==> config.mk <==
export PLATFORM = sky130hd
export DESIGN_NAME = vnu_serial_stream_flat
export DESIGN_NICKNAME = d
export VERILOG_FILES = /design/src/rtl/vnu_pkg.sv /design/src/rtl/vnu_serial_stream_if.sv /design/src/rtl/vnu_sm2tc.sv /design/src/rtl/vnu_serial_stream.sv /design/src/flat_wrapper.sv
export SDC_FILE = /design/constraint.sdc
export NUM_CORES = 1
export LEC_CHECK = 0
export CORE_MARGIN = 4
export CORE_UTILIZATION = 35
export CTS_BUF_LIST = sky130_fd_sc_hd__clkbuf_8
export CTS_CLUSTER_SIZE = 30
export DETAILED_ROUTE_END_ITERATION = 16
export GPL_ROUTABILITY_DRIVEN = 1
export HOLD_SLACK_MARGIN = 0.15
export PLACE_DENSITY_LB_ADDON = 0.2
export SLEW_MARGIN = 20
export SYNTH_ARGS = -nofsm -noshare
export SYNTH_HDL_FRONTEND = slang
export SYNTH_SLANG_ARGS = --single-unit
export TNS_END_PERCENT = 100
==> constraint.sdc <==
create_clock -name clk -period 4.6 [get_ports clk]
set_clock_uncertainty 0.1 [all_clocks]
set_input_delay 0.46 -clock clk [delete_from_list [all_inputs] [get_ports clk]]
set_output_delay 0.46 -clock clk [all_outputs]
set_load 0.05 [all_outputs]
==> src/rtl/vnu_pkg.sv <==
// Shared types and arithmetic helpers for the serial variable-node unit.
package vnu_pkg;

  typedef enum logic [1:0] {
    IDLE,
    LOAD,
    EMIT
  } vnu_state_t;

  // Width that holds llr + DEG messages with no overflow.
  function automatic int acc_width(input int w_llr, input int w_in, input int deg);
    int base;
    base = (w_llr > w_in + 1) ? w_llr : w_in + 1;
    return base + $clog2(deg + 1);
  endfunction

  // Clamp v into the two's-complement range of a w-bit signed value.
  function automatic logic signed [63:0] sat(input logic signed [63:0] v, input int w);
    logic signed [63:0] hi;
    logic signed [63:0] lo;
    hi = (64'sd1 <<< (w - 1)) - 64'sd1;
    lo = -(64'sd1 <<< (w - 1));
    if (v > hi) return hi;
    if (v < lo) return lo;
    return v;
  endfunction

endpackage

==> src/rtl/vnu_serial_stream_if.sv <==
// Message stream bundle: upstream beats in (i_*), extrinsic/posterior beats out (o_*).
interface vnu_serial_stream_if #(
  parameter int W_IN  = 6,
  parameter int W_LLR = 9,
  parameter int W_OUT = 10
);
  logic                    i_valid;
  logic                    o_ready;
  logic                    i_first;
  logic signed [W_LLR-1:0] i_llr;
  logic [W_IN-1:0]         i_data;
  logic                    o_valid;
  logic                    i_ready;
  logic signed [W_OUT-1:0] o_data;
  logic                    o_last;
  logic                    o_hard;

  modport master (
    output i_valid, i_first, i_llr, i_data, i_ready,
    input  o_ready, o_valid, o_data, o_last, o_hard
  );

  modport slave (
    input  i_valid, i_first, i_llr, i_data, i_ready,
    output o_ready, o_valid, o_data, o_last, o_hard
  );
endinterface

==> src/rtl/vnu_sm2tc.sv <==
// Sign-magnitude to two's-complement converter; passes data through when SM_IN=0.
module vnu_sm2tc #(
  parameter int W     = 6,
  parameter int SM_IN = 0
) (
  input  logic [W-1:0]        din,
  output logic signed [W-1:0] dout
);

  generate
    if (SM_IN != 0) begin : g_sm
      logic signed [W-1:0] mag;
      assign mag  = {1'b0, din[W-2:0]};
      // Negative zero falls out as zero since -0 == 0.
      assign dout = din[W-1] ? -mag : mag;
    end else begin : g_tc
      assign dout = din;
    end
  endgenerate

endmodule

==> src/rtl/vnu_serial_stream.sv <==
// Serial VNU: loads DEG check messages plus channel LLR, then streams DEG
// extrinsic messages followed by the posterior with its hard decision.
module vnu_serial_stream
  import vnu_pkg::*;
#(
  parameter int DEG   = 4,
  parameter int W_IN  = 6,
  parameter int W_LLR = 9,
  parameter int W_OUT = 10,
  parameter int SM_IN = 0
) (
  input logic              clk,
  input logic              rst,
  vnu_serial_stream_if.slave s
);

  localparam int ACC_W = acc_width(W_LLR, W_IN, DEG);
  localparam int CNT_W = $clog2(DEG + 1);

  vnu_state_t state, state_nxt;

  logic [CNT_W-1:0]        in_cnt;
  logic [CNT_W-1:0]        out_cnt;
  logic signed [ACC_W-1:0] acc;
  logic signed [ACC_W-1:0] buffer [DEG];

  logic signed [W_IN-1:0]  msg_tc;
  logic signed [ACC_W-1:0] msg_ext;
  logic signed [ACC_W-1:0] llr_ext;

  logic in_acc, out_acc;
  logic ld_first, ld_beat, emit_entry, emit_step, emit_done;

  logic [CNT_W-1:0]        ext_idx;
  logic signed [ACC_W-1:0] ext_acc;
  logic signed [ACC_W-1:0] ext_sel;
  logic signed [ACC_W-1:0] ext_val;
  logic signed [W_OUT-1:0] ext_out;
  logic signed [W_OUT-1:0] post_out;

  vnu_sm2tc #(.W(W_IN), .SM_IN(SM_IN)) u_sm2tc (
    .din  (s.i_data),
    .dout (msg_tc)
  );

  assign msg_ext   = ACC_W'(msg_tc);
  assign llr_ext   = ACC_W'(s.i_llr);
  assign s.o_ready = (state != EMIT);
  assign in_acc    = s.i_valid & s.o_ready;
  assign out_acc   = s.o_valid & s.i_ready;

  always_ff @(posedge clk or posedge rst) begin
    if (rst) state <= IDLE;
    else     state <= state_nxt;
  end

  always_comb begin
    state_nxt  = state;
    ld_first   = 1'b0;
    ld_beat    = 1'b0;
    emit_entry = 1'b0;
    emit_step  = 1'b0;
    emit_done  = 1'b0;
    case (state)
      IDLE: begin
        if (in_acc && s.i_first) begin
          ld_first  = 1'b1;
          state_nxt = LOAD;
        end
      end
      LOAD: begin
        // A new first beat mid-node abandons the partial node and restarts.
        if (in_acc) begin
          if (s.i_first) begin
            ld_first = 1'b1;
          end else begin
            ld_beat = 1'b1;
            if (in_cnt == CNT_W'(DEG - 1)) begin
              emit_entry = 1'b1;
              state_nxt  = EMIT;
            end
          end
        end
      end
      EMIT: begin
        if (out_acc) begin
          if (s.o_last) begin
            emit_done = 1'b1;
            state_nxt = IDLE;
          end else begin
            emit_step = 1'b1;
          end
        end
      end
      default: state_nxt = IDLE;
    endcase
  end

  // On EMIT entry the last message is still in flight, so fold it in here.
  assign ext_idx = emit_entry ? '0 : out_cnt + 1'b1;
  assign ext_acc = emit_entry ? acc + msg_ext : acc;

  always_comb begin
    ext_sel = '0;
    for (int i = 0; i < DEG; i++) begin
      if (ext_idx == CNT_W'(i)) ext_sel = buffer[i];
    end
  end

  assign ext_val  = ext_acc - ext_sel;
  assign ext_out  = W_OUT'(sat(64'(ext_val), W_OUT));
  assign post_out = W_OUT'(sat(64'(acc), W_OUT));

  always_ff @(posedge clk or posedge rst) begin
    if (rst) begin
      in_cnt   <= '0;
      out_cnt  <= '0;
      acc      <= '0;
      s.o_valid <= 1'b0;
      s.o_data  <= '0;
      s.o_last  <= 1'b0;
      s.o_hard  <= 1'b0;
    end else begin
      if (ld_first) begin
        acc    <= llr_ext + msg_ext;
        in_cnt <= CNT_W'(1);
      end else if (ld_beat) begin
        acc    <= acc + msg_ext;
        in_cnt <= emit_entry ? '0 : in_cnt + 1'b1;
      end

      if (emit_entry) begin
        out_cnt   <= '0;
        s.o_valid <= 1'b1;
        s.o_data  <= ext_out;
        s.o_last  <= 1'b0;
        s.o_hard  <= 1'b0;
      end else if (emit_step) begin
        out_cnt <= out_cnt + 1'b1;
        if (ext_idx == CNT_W'(DEG)) begin
          s.o_data <= post_out;
          s.o_last <= 1'b1;
          s.o_hard <= acc[ACC_W-1];
        end else begin
          s.o_data <= ext_out;
        end
      end else if (emit_done) begin
        out_cnt   <= '0;
        s.o_valid <= 1'b0;
        s.o_last  <= 1'b0;
        s.o_hard  <= 1'b0;
      end
    end
  end

  // Message store: plain registers, contents are don't-care outside a node.
  always_ff @(posedge clk) begin
    if (ld_first) begin
      buffer[0] <= msg_ext;
    end else if (ld_beat) begin
      for (int i = 0; i < DEG; i++) begin
        if (in_cnt == CNT_W'(i)) buffer[i] <= msg_ext;
      end
    end
  end

endmodule
==> src/flat_wrapper.sv <==
// flat-port wrapper written by rule: the top's interface ports become plain ports
module vnu_serial_stream_flat import vnu_pkg::*;
#(
  parameter int DEG   = 4,
  parameter int W_IN  = 6,
  parameter int W_LLR = 9,
  parameter int W_OUT = 10,
  parameter int SM_IN = 0
)
  (clk, rst, s_i_valid, s_i_first, s_i_llr, s_i_data, s_i_ready, s_o_ready, s_o_valid, s_o_data, s_o_last, s_o_hard);
  vnu_serial_stream_if #(.W_IN(W_IN), .W_LLR(W_LLR), .W_OUT(W_OUT)) s_i ();
  input logic clk;
  input logic rst;
  input wire logic [$bits(s_i.i_valid)-1:0] s_i_valid;
  input wire logic [$bits(s_i.i_first)-1:0] s_i_first;
  input wire logic [$bits(s_i.i_llr)-1:0] s_i_llr;
  input wire logic [$bits(s_i.i_data)-1:0] s_i_data;
  input wire logic [$bits(s_i.i_ready)-1:0] s_i_ready;
  output wire logic [$bits(s_i.o_ready)-1:0] s_o_ready;
  output wire logic [$bits(s_i.o_valid)-1:0] s_o_valid;
  output wire logic [$bits(s_i.o_data)-1:0] s_o_data;
  output wire logic [$bits(s_i.o_last)-1:0] s_o_last;
  output wire logic [$bits(s_i.o_hard)-1:0] s_o_hard;
  assign s_i.i_valid = s_i_valid;
  assign s_i.i_first = s_i_first;
  assign s_i.i_llr = s_i_llr;
  assign s_i.i_data = s_i_data;
  assign s_i.i_ready = s_i_ready;
  assign s_o_ready = s_i.o_ready;
  assign s_o_valid = s_i.o_valid;
  assign s_o_data = s_i.o_data;
  assign s_o_last = s_i.o_last;
  assign s_o_hard = s_i.o_hard;
  vnu_serial_stream #(.DEG(DEG), .W_IN(W_IN), .W_LLR(W_LLR), .W_OUT(W_OUT), .SM_IN(SM_IN)) u_core (.clk(clk), .rst(rst), .s(s_i));
endmodule
# Yosys cells after proc, flatten, opt, wreduce, memory -nomap -nowiden
# Memory sizes are Yosys's and may differ from the RTL's.
# Cells that the tools add are included.
[classes]
addsub = 5
magnitude_cmp = 4
n_eq_ne = 18
muxes = 91
bitwise = 3
n_reduce_logical = 14
[op_table]
columns = ["operator", "count"]
rows = [
  ["2-to-1 mux 12 bit", 11],
  ["2-to-1 mux 10 bit", 11],
  ["2-to-1 mux 1 bit", 51],
  ["OR reduction 12 bit", 3],
  ["> comparator 12 x 10 -> 1 bit (second input constant)", 2],
  ["less-than comparator 12 x 10 -> 1 bit (second input constant)", 2],
  ["2-to-1 mux 3 bit", 7],
  ["2-to-1 mux 2 bit", 9],
  ["adder 12 x 6 -> 12 bit", 1],
  ["equality test 3 x 2 -> 1 bit (second input constant)", 4],
  ["!= test 2 x 1 -> 1 bit (second input constant)", 6],
  ["subtractor 12 bit", 1],
  ["adder 9 x 6 -> 10 bit", 1],
  ["adder 3 x 1 -> 3 bit (second input constant)", 2],
  ["equality test 3 x 1 -> 1 bit (second input constant)", 2],
  ["logical NOT 3 bit", 2],
  ["case mux 2 bit (3 select lines)", 1],
  ["AND reduction 6 bit", 1],
  ["nonzero test 2 bit", 3],
  ["!= test 2 bit (second input constant)", 2],
  ["AND reduction 2 bit", 2],
  ["equality test 3 bit (second input constant)", 1],
  ["!= test 3 x 2 -> 1 bit (second input constant)", 1],
  ["nonzero test 3 bit", 1],
  ["7 further kinds", 8],
]
[totals]
ff_bits = 33
mem_bits_rw = 48
input_bits = 20
n_memories = 1
[mem_list]
columns = ["name", "depth", "word_bits", "read_ports", "rd_clocked_by_memory_dff", "write_ports", "line_no", "source"]
rows = [
  ["u_core.buffer", 4, 12, 4, 0, 1, "vnu_serial_stream.sv:25", "logic signed [ACC_W-1:0] buffer [DEG];"],
]

# Depth between registers and ports, before layout
# Gate-level depths: netlist of run 1.
[logic_depth]
depth_word = 20
depth_mapped = 20
depth_no_buf = 20

# Hierarchy
# Synthesis of run 1 repeated with hierarchy kept, for this count alone.
[unflattened]
hier_cells = 494
area_unflattened_um2 = 4345.4
[by_module_without_submodules]
columns = ["module", "n_inst", "cells_per_inst", "area_per_inst_um2", "seq_area_each_um2"]
rows = [
  ["vnu_serial_stream", 1, 488, 4300.4, 1546.5],
  ["vnu_sm2tc", 1, 6, 45.0, 0.0],
]

# Worst setup path after synthesis of run 1
# No wires, ideal clock.
[synth_path]
kind = "register to register"
startpoint = "reg u_core.in_cnt[0]"
endpoint = "reg u_core.s.o_data[1]"
arrival_ns = 4.493
t_required_ns = 4.370
path_slack_ns = -0.123
stages_incl_launch_ff = 19
cell_sequence = "dfrtp_1 ha_1 ha_1 buf_2 nand2_1 clkbuf_1 clkinv_1 clkbuf_1 clkbuf_1 a21oi_1 ha_1 o211a_1 a211oi_1 a211o_1 a21oi_1 or3_4 a221o_1 a31oi_4 a21oi_1"
[synth_between]
elab_chain_len = 20
word_cells_on_any_way = 29
cone_classes = "add/sub: 1; order compare: 2; eq/ne: 5; mux: 19; reduce/logical: 2"
[synth_lines]
columns = ["element", "line_no", "source"]
rows = [
  ["from (decl)", "vnu_serial_stream.sv:22", "logic [CNT_W-1:0] in_cnt;"],
  ["from (signal assigned)", "vnu_serial_stream.sv:129", "in_cnt <= emit_entry ? '0 : in_cnt + 1'b1;"],
  ["equality test 3 x 2 -> 1 bit (*)", "vnu_serial_stream.sv:78", "if (in_cnt == CNT_W'(DEG - 1)) begin"],
  ["2-to-1 mux 1 bit (*)", "vnu_serial_stream.sv:78", ""],
  ["2-to-1 mux 1 bit (*)", "vnu_serial_stream.sv:74", "if (s.i_first) begin"],
  ["2-to-1 mux 1 bit (*)", "vnu_serial_stream.sv:73", "if (in_acc) begin"],
  ["2-to-1 mux 1 bit (*)", "vnu_serial_stream.sv:64", "case (state)"],
  ["2-to-1 mux 3 bit", "vnu_serial_stream.sv:100", "assign ext_idx = emit_entry ? '0 : out_cnt + 1'b1;"],
  ["logical NOT 3 bit", "vnu_serial_stream.sv:106", "if (ext_idx == CNT_W'(i)) ext_sel = buffer[i];"],
  ["2-to-1 mux 12 bit (4 in a row)", "vnu_serial_stream.sv:106", ""],
  ["subtractor 12 bit", "vnu_serial_stream.sv:110", "assign ext_val = ext_acc - ext_sel;"],
  ["less-than comparator 12 x 10 -> 1 bit", "vnu_pkg.sv:24", "if (v < lo) return lo;"],
  ["2-to-1 mux 1 bit (2 in a row)", "vnu_pkg.sv:24", ""],
  ["2-to-1 mux 10 bit", "vnu_pkg.sv:25", "return v;"],
  ["2-to-1 mux 10 bit", "vnu_pkg.sv:24", ""],
  ["2-to-1 mux 10 bit", "vnu_serial_stream.sv:140", "if (ext_idx == CNT_W'(DEG)) begin"],
  ["2-to-1 mux 10 bit", "vnu_serial_stream.sv:138", "end else if (emit_step) begin"],
  ["2-to-1 mux 10 bit", "vnu_serial_stream.sv:132", "if (emit_entry) begin"],
  ["to (signal assigned)", "vnu_serial_stream.sv:135", "s.o_data <= ext_out;"],
  ["to (signal assigned)", "vnu_serial_stream.sv:141", "s.o_data <= post_out;"],
  ["to (signal assigned)", "vnu_serial_stream.sv:145", "s.o_data <= ext_out;"],
  ["to (decl)", "vnu_serial_stream_if.sv:25", "output o_ready, o_valid, o_data, o_last, o_hard"],
]
# Every way passes the cells marked *; elsewhere a longest branch is shown, timed or not. The select of a mux whose other input is x is not followed.
# A chain may end at the register's enable or synchronous reset.

# Worst setup path in the final report of run 1
[layout_path]
startpoint = "in s_i_data[2]"
endpoint = "reg u_core.s.o_data[4]"
[layout_between]
elab_chain_len = 11
word_cells_on_any_way = 14
cone_classes = "add/sub: 2; order compare: 2; mux: 10"
[layout_lines]
columns = ["element", "line_no", "source"]
rows = [
  ["from (decl)", "flat_wrapper.sv:17", "input wire logic [$bits(s_i.i_data)-1:0] s_i_data;"],
  ["adder 12 x 6 -> 12 bit (*)", "vnu_serial_stream.sv:101", "assign ext_acc = emit_entry ? acc + msg_ext : acc;"],
  ["2-to-1 mux 12 bit (*)", "vnu_serial_stream.sv:101", ""],
  ["subtractor 12 bit (*)", "vnu_serial_stream.sv:110", ""],
  ["less-than comparator 12 x 10 -> 1 bit", "vnu_pkg.sv:24", ""],
  ["2-to-1 mux 1 bit (2 in a row)", "vnu_pkg.sv:24", ""],
  ["2-to-1 mux 10 bit", "vnu_pkg.sv:25", ""],
  ["2-to-1 mux 10 bit (*)", "vnu_pkg.sv:24", ""],
  ["2-to-1 mux 10 bit", "vnu_serial_stream.sv:140", ""],
  ["2-to-1 mux 10 bit", "vnu_serial_stream.sv:138", ""],
  ["2-to-1 mux 10 bit (*)", "vnu_serial_stream.sv:132", ""],
]
# Marked as above.

==> results of run 1 <==
[cells by family (layout without fill, tap and decap cells)]
kind of cell,count (synthesis),count (layout)
AND/OR/NAND/NOR,191,191
multiplexers,11,11
XOR/XNOR,11,11
AO/OA/AOI/OAI,175,175
adder cells (fa/ha/maj),40,40
buffers and inverters,53,152
flip-flops,57,57
[Yosys cell counts (all sizes together) (9+ instances only)]
library cell	n	area share
a21oi	49	0.054
dfrtp	33	0.18
edfxtp	24	0.16
nand3	11	0.012
mux2i	9	0.020
inv	30	0.025
clkbuf	17	0.014
nand2	70	0.058
o21ai	44	0.048
nor3	19	0.022
o31ai	14	0.023
a211oi	10	0.018
nor2	51	0.042
ha	37	0.10
[per-layer routing]
layer,up-vias,part of all wire
met5,-,0
met4,0,0.012
met3,12,0.039
met2,87,0.47
met1,2021,0.48
li1,2169,-
[worst max-delay path, stage by stage]
cell	delay (ns)
clkdlybuf4s50_1	0.44
ha_1	0.35
nor2b_1	0.14
o21ai_0	0.22
a21boi_1	0.14
o21ai_2	0.21
a21oi_2	0.10
or3_1	0.37
nand3_1	0.11
nand2_1	0.06
ha_1	0.31
a21oi_1	0.33
a21oi_4	0.12
or3_4	0.40
buf_4	0.15
a21boi_2	0.35
o31ai_1	0.16
a21oi_1	0.16
[worst paths after layout]
path                            slack (ns)                 end
max in group asynchronous             3.65    u_core.in_cnt[2]
worst max register to register        0.35  u_core.s.o_data[4]
worst min register to register        0.38    u_core.in_cnt[2]
worst max-delay path                  0.17  u_core.s.o_data[4]
min in group asynchronous             0.41    u_core.s.o_valid
worst min-delay path                  0.38    u_core.in_cnt[2]
[sequential cells by signal, summed over array words and instances, names as in the netlist]
signal            count
u_core.s.o_data      10
u_core.buffer        24
u_core.s.o_hard       1
u_core.s.o_valid      1
u_core.in_cnt         3
u_core.acc           12
u_core.state          2
u_core.out_cnt        3
u_core.s.o_last       1
[cell type report]
cell class	count	area [µm²]
clock buffer	9	124
multi-input combinational	428	2900
fill	1272	6810
timing repair buffer	105	876
clock inverter	7	86.3
sequential	57	1550
inverter	31	116
tap	172	215
[layout by cell type, fill, tap and decap left out, types with 5 or more instances in the layout]
master,n
o221ai_1,8
a221o_1,5
nand3_1,11
a21o_1,6
a211oi_1,5
o31ai_1,12
nor2_1,51
clkbuf_8,9
ha_1,36
buf_4,72
mux2i_1,9
dfrtp_1,33
a211oi_2,5
xor2_1,6
inv_1,31
clkdlybuf4s50_1,31
nor3_1,17
edfxtp_1,24
o21ai_0,40
nand2_1,69
o21a_1,8
nor2b_1,8
a21oi_1,44
nand2b_1,6
[per-stage QoR]
stage	area [µm²]	setup TNS, ns
6_report	5860	0
5_1_grt	5860	0
4_1_cts	5740	0
3_5_place_dp	5530	-3.84
3_3_place_gp	5530	-2.85
2_1_floorplan	4550	0
[power by group through the flow]
stage | registers (W) | logic (W) | clock network, W
after floorplan | 0.000940 | 0.00189 | 0
after global placement | 0.000821 | 0.00308 | 0
after detailed placement | 0.000830 | 0.00314 | 0
after CTS | 0.000820 | 0.00317 | 0.000525
after global routing | 0.000844 | 0.00376 | 0.000552
final | 0.000822 | 0.00340 | 0.000513
[what timing repair did]
item                                    4_1_cts  5_1_grt
pin swaps                                     1        9
gates resized for setup                       2       28
endpoints found under the setup margin        7       10
buffers inserted                              0        2
==> run summary, run 1 <==
outcome = completed
Root Buffer = clkbuf_8
CTS tree = yes
layout cell share with drive strength beyond 1 = 0.182
endpoints failing setup = 0
number of synthesized register bits = 57
Synth Area in Simple Gates = 0.196
Fin. Hold Viols = 0
PwrDens = 808 nW/µm²
dominant synthesized flop cell = dfrtp_1
Post-Syn Nets = 598
Worst Hold Class = register to register
pre-CTS setup slack = -0.427 ns
M3 GR Usage = 0.0325
Tightest Pin Transition = 0.878 ns
drt first pass iters = 4
DRT antenna net count = 0
Tcrit/Tclk final = 0.962
multiplexer area fraction after synthesis = 0.0256
synthesized cell area = 4550 µm²
total track usage = 0.183
Clock power frac = 0.108
final WL = 13100 µm
total number of vias = 4289
I/O pin count = 34
Worst EP arrival = 4.60 ns
Overflow after GRT = 0
adder-cell share of the synthesized area = 0.115
Final Hold Slack = 0.383 ns
drt wl/cell = 16.2 µm
critical path required time = 4.77 ns
row cnt = 41
H-tree depth = 3
Setup crit start = s_i_data[2]
R2R depth = 21
first-pass GRT wire length = 21100 µm
die width = 122 µm
Seq pwr share = 0.174
fin cells = 809
sequential area share after synthesis = 0.340
compound-gate portion of the synthesized area = 0.256
initial DRC count = 343
# hold bufs at CTS = 0
Final nets = 692
largest family of logic cells by synthesized area = compound AO/OA/AOI/OAI gates
vias in the first global route = 4094
most used routing layer = met2
Internal Pwr Total = 0.00248 W
PnR worst setup slack = 0.174 ns
total CTS buffers = 9
Sw Ratio = 0.477
port buffer count = 33
beginning of the worst hold path = u_core.in_cnt[2]
met2 Usage GRT = 0.291
RePlAce Congestion = 0.856
WHS Path Cells = 2
Slew Limit Fails = 0
syn_area_per_cell = 8.45 µm²
placed wire-length estimate = 10100 µm
min cycle time layout = 4.43 ns
Placeable Area = 12700 µm²
fmax = 226 MHz
Crit Path Class = input pin to register
DRC viols = 0
antenna cell count = 0
combinational share of power = 0.718
Peak VDD IR = 0.000239 V
Clock Path Buffers = 2
Post-Synth XOR/XNOR Area = 0.0212
P&R area growth vs syn = 28.9%
Synth Instances = 538
async set-reset flop share out of synthesis = 0.579
Via density = 5.30
final core utilization = 0.463
synthesis warning total = 0
Netlist cell types = 64
EDFF count, synth = 24
Die ar. = 14900 µm²
Critical Path Sink Type = register
max-cap viol count = 0
largest net degree at the start of global routing = 34
Max FO, Critical Path = 8
P_leak = 2.55 nW
initial antenna violation count = 0
Clock transition at path regs = 0.07 ns
DP Cell Count = 791
Skew-Pair Late Insertion Delay = 0.35 ns
startpoint types = input pin
total power = 0.00474 W
Die Ht = 122 µm
sw power = 0.00226 W
Sink Count = 57
global routing usage on met1 = 0.252
Initial Util = 0.359
Slew headroom = 0.412
RSZ-0062 raised after global routing = no
worst r2r src = u_core.acc[0]
No activity file was read; power rests on OpenSTA's default activity.
==> run 2: changes to the inputs <==
Settings changed: GPL_TIMING_DRIVEN from default to 0.
Clock period 4.6 ns to 5.07 ns, I/O delays scaled along.
==> run summary, run 2 (synthesized netlist as in run 1, its figures left out) <==
first-pass GRT wire length = 20400 µm (was 21100 µm)
Crit Path Class = input pin to register (unchanged)
max reg flops = 24 (unchanged)
pre-CTS setup slack = -1.49 ns (was -0.427 ns)
total number of vias = 4176 (was 4289)
P&R area growth vs syn = 17.6% (was 28.9%)
Sw Ratio = 0.510 (was 0.477)
Peak VDD IR = 0.000191 V (was 0.000239 V)
Via density = 5.50 (was 5.30)
Skew-Pair Late Insertion Delay = 0.35 ns (about the same)
Worst EP arrival = 4.98 ns (was 4.60 ns)
layout cell share with drive strength beyond 1 = 0.0716 (was 0.182)
Max FO, Critical Path = 15 (was 8)
placed wire-length estimate = 9740 µm (was 10100 µm)
DRC viols = 0 (unchanged)
startpoint types = input pin (unchanged)
Slew Limit Fails = 0 (unchanged)
Tcrit/Tclk final = 0.960
total CTS buffers = 9 (unchanged)
Clock Path Buffers = 2 (unchanged)
min cycle time layout = 4.87 ns
max-cap viol count = 0 (unchanged)
antenna cell count = 0 (unchanged)
biggest regs = u_core.buffer: 24 flops, u_core.acc: 12 flops, u_core.s.o_data: 10 flops (unchanged)
port buffer count = 33 (unchanged)
Slew headroom = 0.506 (was 0.412)
drt first pass iters = 5 (was 4)
fin area = 5340 µm² (was 5860 µm²)
P_leak = 2.23 nW (was 2.55 nW)
final WL = 12600 µm (was 13100 µm)
Tightest Pin Transition = 0.741 ns (was 0.878 ns)
fmax = 206 MHz
Root Buffer = clkbuf_8 (unchanged)
PwrDens = 691 nW/µm² (was 808 nW/µm²)
sw power = 0.00188 W (was 0.00226 W)
CTS tree = yes (unchanged)
initial antenna violation count = 0 (unchanged)
Clock transition at path regs = 0.08 ns (was 0.07 ns)
drt wl/cell = 16.5 µm (was 16.2 µm)
initial DRC count = 310 (was 343)
placed cell areas = 5090 µm² (was 5530 µm²)
endpoints failing setup = 0 (unchanged)
I/O pin count = 34 (unchanged)
row cnt = 41 (unchanged)
DRT antenna net count = 0 (unchanged)
# hold bufs at CTS = 0 (unchanged)
Final nets = 642 (was 692)
RePlAce Congestion = 0.828 (was 0.856)
largest net degree at the start of global routing = 34 (unchanged)
Initial Util = 0.359 (unchanged)
most frequent cells in the layout = nand2_1 (69), nor2_1 (51), a21oi_1 (45) (was buf_4 (72), nand2_1 (69), nor2_1 (51))
Overflow after GRT = 0 (unchanged)
Placeable Area = 12700 µm² (unchanged)
Die ar. = 14900 µm² (unchanged)
total power = 0.00369 W (was 0.00474 W)
vias in the first global route = 3948 (was 4094)
WHS Path Cells = 2 (unchanged)
final core utilization = 0.422 (was 0.463)
Sink Count = 57 (unchanged)
R2R depth = 16 (was 21)
die width = 122 µm (unchanged)
total track usage = 0.176 (was 0.183)
commonest non-fill, non-tap cell in the layout = nand2_1 (was buf_4)
Critical Path Sink Type = register (unchanged)
Internal Pwr Total = 0.00181 W (was 0.00248 W)
critical path required time = 5.18 ns (was 4.77 ns)
Largest Register = u_core.buffer (unchanged)
Seq pwr share = 0.196 (was 0.174)
Die Ht = 122 µm (unchanged)
H-tree depth = 3 (unchanged)
combinational share of power = 0.681 (was 0.718)
outcome = completed (unchanged)
Fin. Hold Viols = 0 (unchanged)
Worst Hold Class = register to register (unchanged)
PnR worst setup slack = 0.205 ns (was 0.174 ns)
Clock power frac = 0.123 (was 0.108)
## run 2: cell types whose count changed in the layout (fill, tap and decap cells not counted), moves of 3 or more
cell,delta
clkbuf_1,+14
clkinv_1,-3
a211oi_1,+4
a211oi_2,-4
inv_6,+3
buf_4,-71
## run 2: critical path, stage by stage
cell	delay, ns
clkdlybuf4s50_1	0.50
and4bb_1	0.33
buf_6	0.17
nand2_2	0.19
inv_4	0.17
clkbuf_4	0.25
clkbuf_8	0.26
o221ai_1	0.18
ha_1	0.38
o211a_1	0.25
a211oi_1	0.23
a211o_1	0.21
a21oi_2	0.09
or3_4	0.41
a221o_1	0.42
a31oi_4	0.29
a21oi_1	0.12
## run 2: metal layers
layer | part of all wire | routed length (µm) | GRT usage
met1 | 0.48 | 6010 | 0.244
met2 | 0.46 | 5740 | 0.286
met3 | 0.058 | 729 | 0.0376
met4 | 0.0061 | 76 | 0.0308
met5 | 0 | 0 | 0
## run 2: stage by stage
step	TNS, ns	hold WS [ns]	instances
5_1_grt	-0.00273	0.435	759
4_1_cts	0	0.384	758
2_1_floorplan	0	0.349	538
3_5_place_dp	-14.07	0.367	743
3_3_place_gp	-13.14	0.364	743
6_report	0	0.380	759
## run 2: path summary, 6_finish.rpt
kind | start | endpoint | slack, ns
setup / recovery | s_i_first | u_core.s.o_data[4] | 0.20
hold / removal | u_core.in_cnt[2] | u_core.in_cnt[2] | 0.38
setup reg to reg | u_core.state[1] | u_core.s.o_data[4] | 0.43
hold reg to reg | u_core.in_cnt[2] | u_core.in_cnt[2] | 0.38
max in group asynchronous | rst | u_core.s.o_data[5] | 3.89
min in group asynchronous | rst | u_core.out_cnt[2] | 0.51
## run 2: what timing repair did
item / in CTS / in global routing
endpoints found under the hold margin: 0 / 0
endpoints found under the setup margin: 10 / 9
gates resized for setup: 13 / 11
buffers inserted: 0 / 1
pin swaps: 0 / 1
## run 2: final cells by class
class | count | area [µm²]
fill | 1278 | 7330
multi-input combinational | 428 | 2820
sequential | 57 | 1550
timing repair buffer | 34 | 332
tap | 172 | 215
clock buffer | 9 | 124
inverter | 31 | 119
buffer | 21 | 103
clock inverter | 7 | 85.1
## run 2: power groups by stage
| stage | clock [W] | sequential (W) | combinational, W |
|---|---|---|---|
| floorplan | 0 | 0.000852 | 0.00172 |
| global placement | 0 | 0.000728 | 0.00239 |
| detailed placement | 0 | 0.000732 | 0.00244 |
| CTS | 0.000463 | 0.000723 | 0.00247 |
| global route | 0.000481 | 0.000744 | 0.00280 |
| finish | 0.000454 | 0.000724 | 0.00251 |
==> run 3: changes to the inputs <==
Settings changed: CORE_UTILIZATION 35 to 45.
==> run summary, run 3 (synthesized netlist as in run 1, its figures left out) <==
outcome = completed (unchanged)
Placeable Area = 9820 µm² (was 12700 µm²)
Critical Path Sink Type = register (unchanged)
worst-path cell chain = clkdlybuf4s50_1 > and4bb_1 > buf_6 > nand2_2 > inv_4 > clkbuf_4 > buf_6 > o221ai_1 > ha_1 > o211a_1 > a211oi_1 > a211o_1 > a21oi_2 > or3_4 > a221o_1 > a31oi_4 > a21oi_1 (was clkdlybuf4s50_1 > and4bb_1 > buf_6 > nand2_2 > inv_4 > clkbuf_4 > clkbuf_8 > o221ai_1 > ha_1 > o211a_1 > a211oi_1 > a211o_1 > a21oi_2 > or3_4 > a221o_1 > a31oi_4 > a21oi_1)
die width = 109 µm (was 122 µm)
total number of vias = 4221 (was 4176)
final WL = 12400 µm (was 12600 µm)
placed wire-length estimate = 9520 µm (was 9740 µm)
Slew Limit Fails = 0 (unchanged)
Die Ht = 109 µm (was 122 µm)
DRT antenna net count = 0 (unchanged)
critical path's slowest cell = clkdlybuf4s50_1 (unchanged)
antenna cell count = 0 (unchanged)
Peak VDD IR = 0.000285 V (was 0.000191 V)
P_leak = 2.24 nW (was 2.23 nW)
Root Buffer = clkbuf_8 (unchanged)
final core utilization = 0.539 (was 0.422)
RePlAce Congestion = 0.925 (was 0.828)
DRC viols = 0 (unchanged)
FF+latch area = 1550 µm² (unchanged)
CP most frequent cell = buf_6
port buffer count = 33 (unchanged)
total CTS buffers = 9 (unchanged)
vias in the first global route = 4106 (was 3948)
Overflow after GRT = 0 (unchanged)
drt wl/cell = 17.2 µm (was 16.5 µm)
Sink Count = 57 (unchanged)
M3 GR Usage = 0.0382 (was 0.0376)
total track usage = 0.223 (was 0.176)
DP Cell Count = 704 (was 743)
Slew headroom = 0.505 (was 0.506)
Crit Path Class = input pin to register (unchanged)
first-pass GRT wire length = 20200 µm (was 20400 µm)
Tcrit/Tclk final = 0.950 (was 0.960)
critical path required time = 5.19 ns (was 5.18 ns)
Initial Util = 0.463 (was 0.359)
max reg flops = 24 (unchanged)
P&R area growth vs syn = 16.5% (was 17.6%)
biggest regs = u_core.buffer: 24 flops, u_core.acc: 12 flops, u_core.s.o_data: 10 flops (unchanged)
H-tree depth = 3 (unchanged)
Worst Hold Class = register to register (unchanged)
Fillers = 961 (was 1278)
Largest Register = u_core.buffer (unchanged)
most used routing layer = met2 (unchanged)
Final nets = 642 (unchanged)
min cycle time layout = 4.82 ns (was 4.87 ns)
endpoints failing setup = 0 (unchanged)
max-cap viol count = 0 (unchanged)
PwrDens = 700 nW/µm² (was 691 nW/µm²)
initial antenna violation count = 0 (unchanged)
drt first pass iters = 5 (unchanged)
I/O pin count = 34 (unchanged)
Skew-Pair Late Insertion Delay = 0.36 ns (was 0.35 ns)
startpoint types = input pin (unchanged)
Tightest Pin Transition = 0.741 ns (about the same)
largest net degree at the start of global routing = 34 (unchanged)
most frequent cells in the layout = nand2_1 (69), nor2_1 (51), a21oi_1 (45) (unchanged)
Clock Path Buffers = 2 (unchanged)
RSZ-0062 raised after global routing = no
global routing usage on met1 = 0.290 (was 0.244)
commonest non-fill, non-tap cell in the layout = nand2_1 (unchanged)
Clock transition at path regs = 0.09 ns (was 0.08 ns)
initial DRC count = 235 (was 310)
CTS tree = yes (unchanged)
row cnt = 36 (was 41)
Max FO, Critical Path = 15 (unchanged)
met2 Usage GRT = 0.371 (was 0.286)
layout cell share with drive strength beyond 1 = 0.0681 (was 0.0716)
Die ar. = 11800 µm² (was 14900 µm²)
footprint of the multi-input gates = 2820 µm² (about the same)
fmax = 208 MHz (was 206 MHz)
fin cells = 720 (was 759)
Worst EP arrival = 4.94 ns (was 4.98 ns)
slowest cell delay on critical path = 0.49 ns (was 0.50 ns)
Via density = 5.86 (was 5.50)
Fin. Hold Viols = 0 (unchanged)
-- run 3: cell type report --
cell class,count,share of cell area
clock buffers,9,0.0234
multi-input cells,428,0.532
well taps,133,0.0314
clock inverters,7,0.0156
inverters,31,0.0224
flip-flops and latches,57,0.292
plain buffers,21,0.0189
repair buffers,34,0.0645
-- run 3: metal layers --
metal,share of wire,vias up
li1,-,2068
met5,0,-
met2,0.46,147
met1,0.44,1981
met3,0.073,25
met4,0.018,0
-- run 3: path summary, 6_finish.rpt --
path                                   from                  to  slack [ns]  depth (start not counted)
hold reg to reg            u_core.in_cnt[2]    u_core.in_cnt[2]        0.38                          2
max in group asynchronous               rst  u_core.s.o_data[1]        3.90                          2
hold / removal             u_core.in_cnt[2]    u_core.in_cnt[2]        0.38                          2
min in group asynchronous               rst     u_core.state[0]        0.49                          2
setup reg to reg           u_core.in_cnt[1]  u_core.s.o_data[3]        0.41                         17
setup / recovery                  s_i_first  u_core.s.o_data[3]        0.25                         17
-- run 3: worst max-delay path: cells and delay by family --
family                   cells  cell delay [ns]
AO/OA/AOI/OAI                8             1.79
buffers and inverters        5             1.32
AND/OR/NAND/NOR              3             0.93
adder cells (fa/ha/maj)      1             0.38
-- run 3: what timing repair did --
item | CTS | global route
pin swaps | 0 | 1
gates cloned | 0 | 0
gates resized for setup | 11 | 11
endpoints found under the setup margin | 10 | 10
hold buffers | 0 | 0
setup buffers | 0 | 1
-- run 3: through the flow --
step	power (W)	area [µm²]	hold slack, ns	TNS [ns]	setup WS, ns
2_1_floorplan	0.00257	4550	0.349	0	0.347
3_3_place_gp	0.00311	5040	0.365	-13.18	-1.38
3_5_place_dp	0.00316	5040	0.366	-14.12	-1.48
4_1_cts	0.00364	5280	0.384	0	0.0222
5_1_grt	0.00405	5300	0.426	0	0.0185
6_report	0.00371	5300	0.385	0	0.251
-- run 3: report_power, final --
group | internal (W) | total [W] | switching, W
Clock | 0.000236 | 0.000461 | 0.000225
Sequential | 0.000613 | 0.000725 | 0.000111
Combinational | 0.000971 | 0.00252 | 0.00155
Total | 0.00182 | 0.00371 | 0.00189
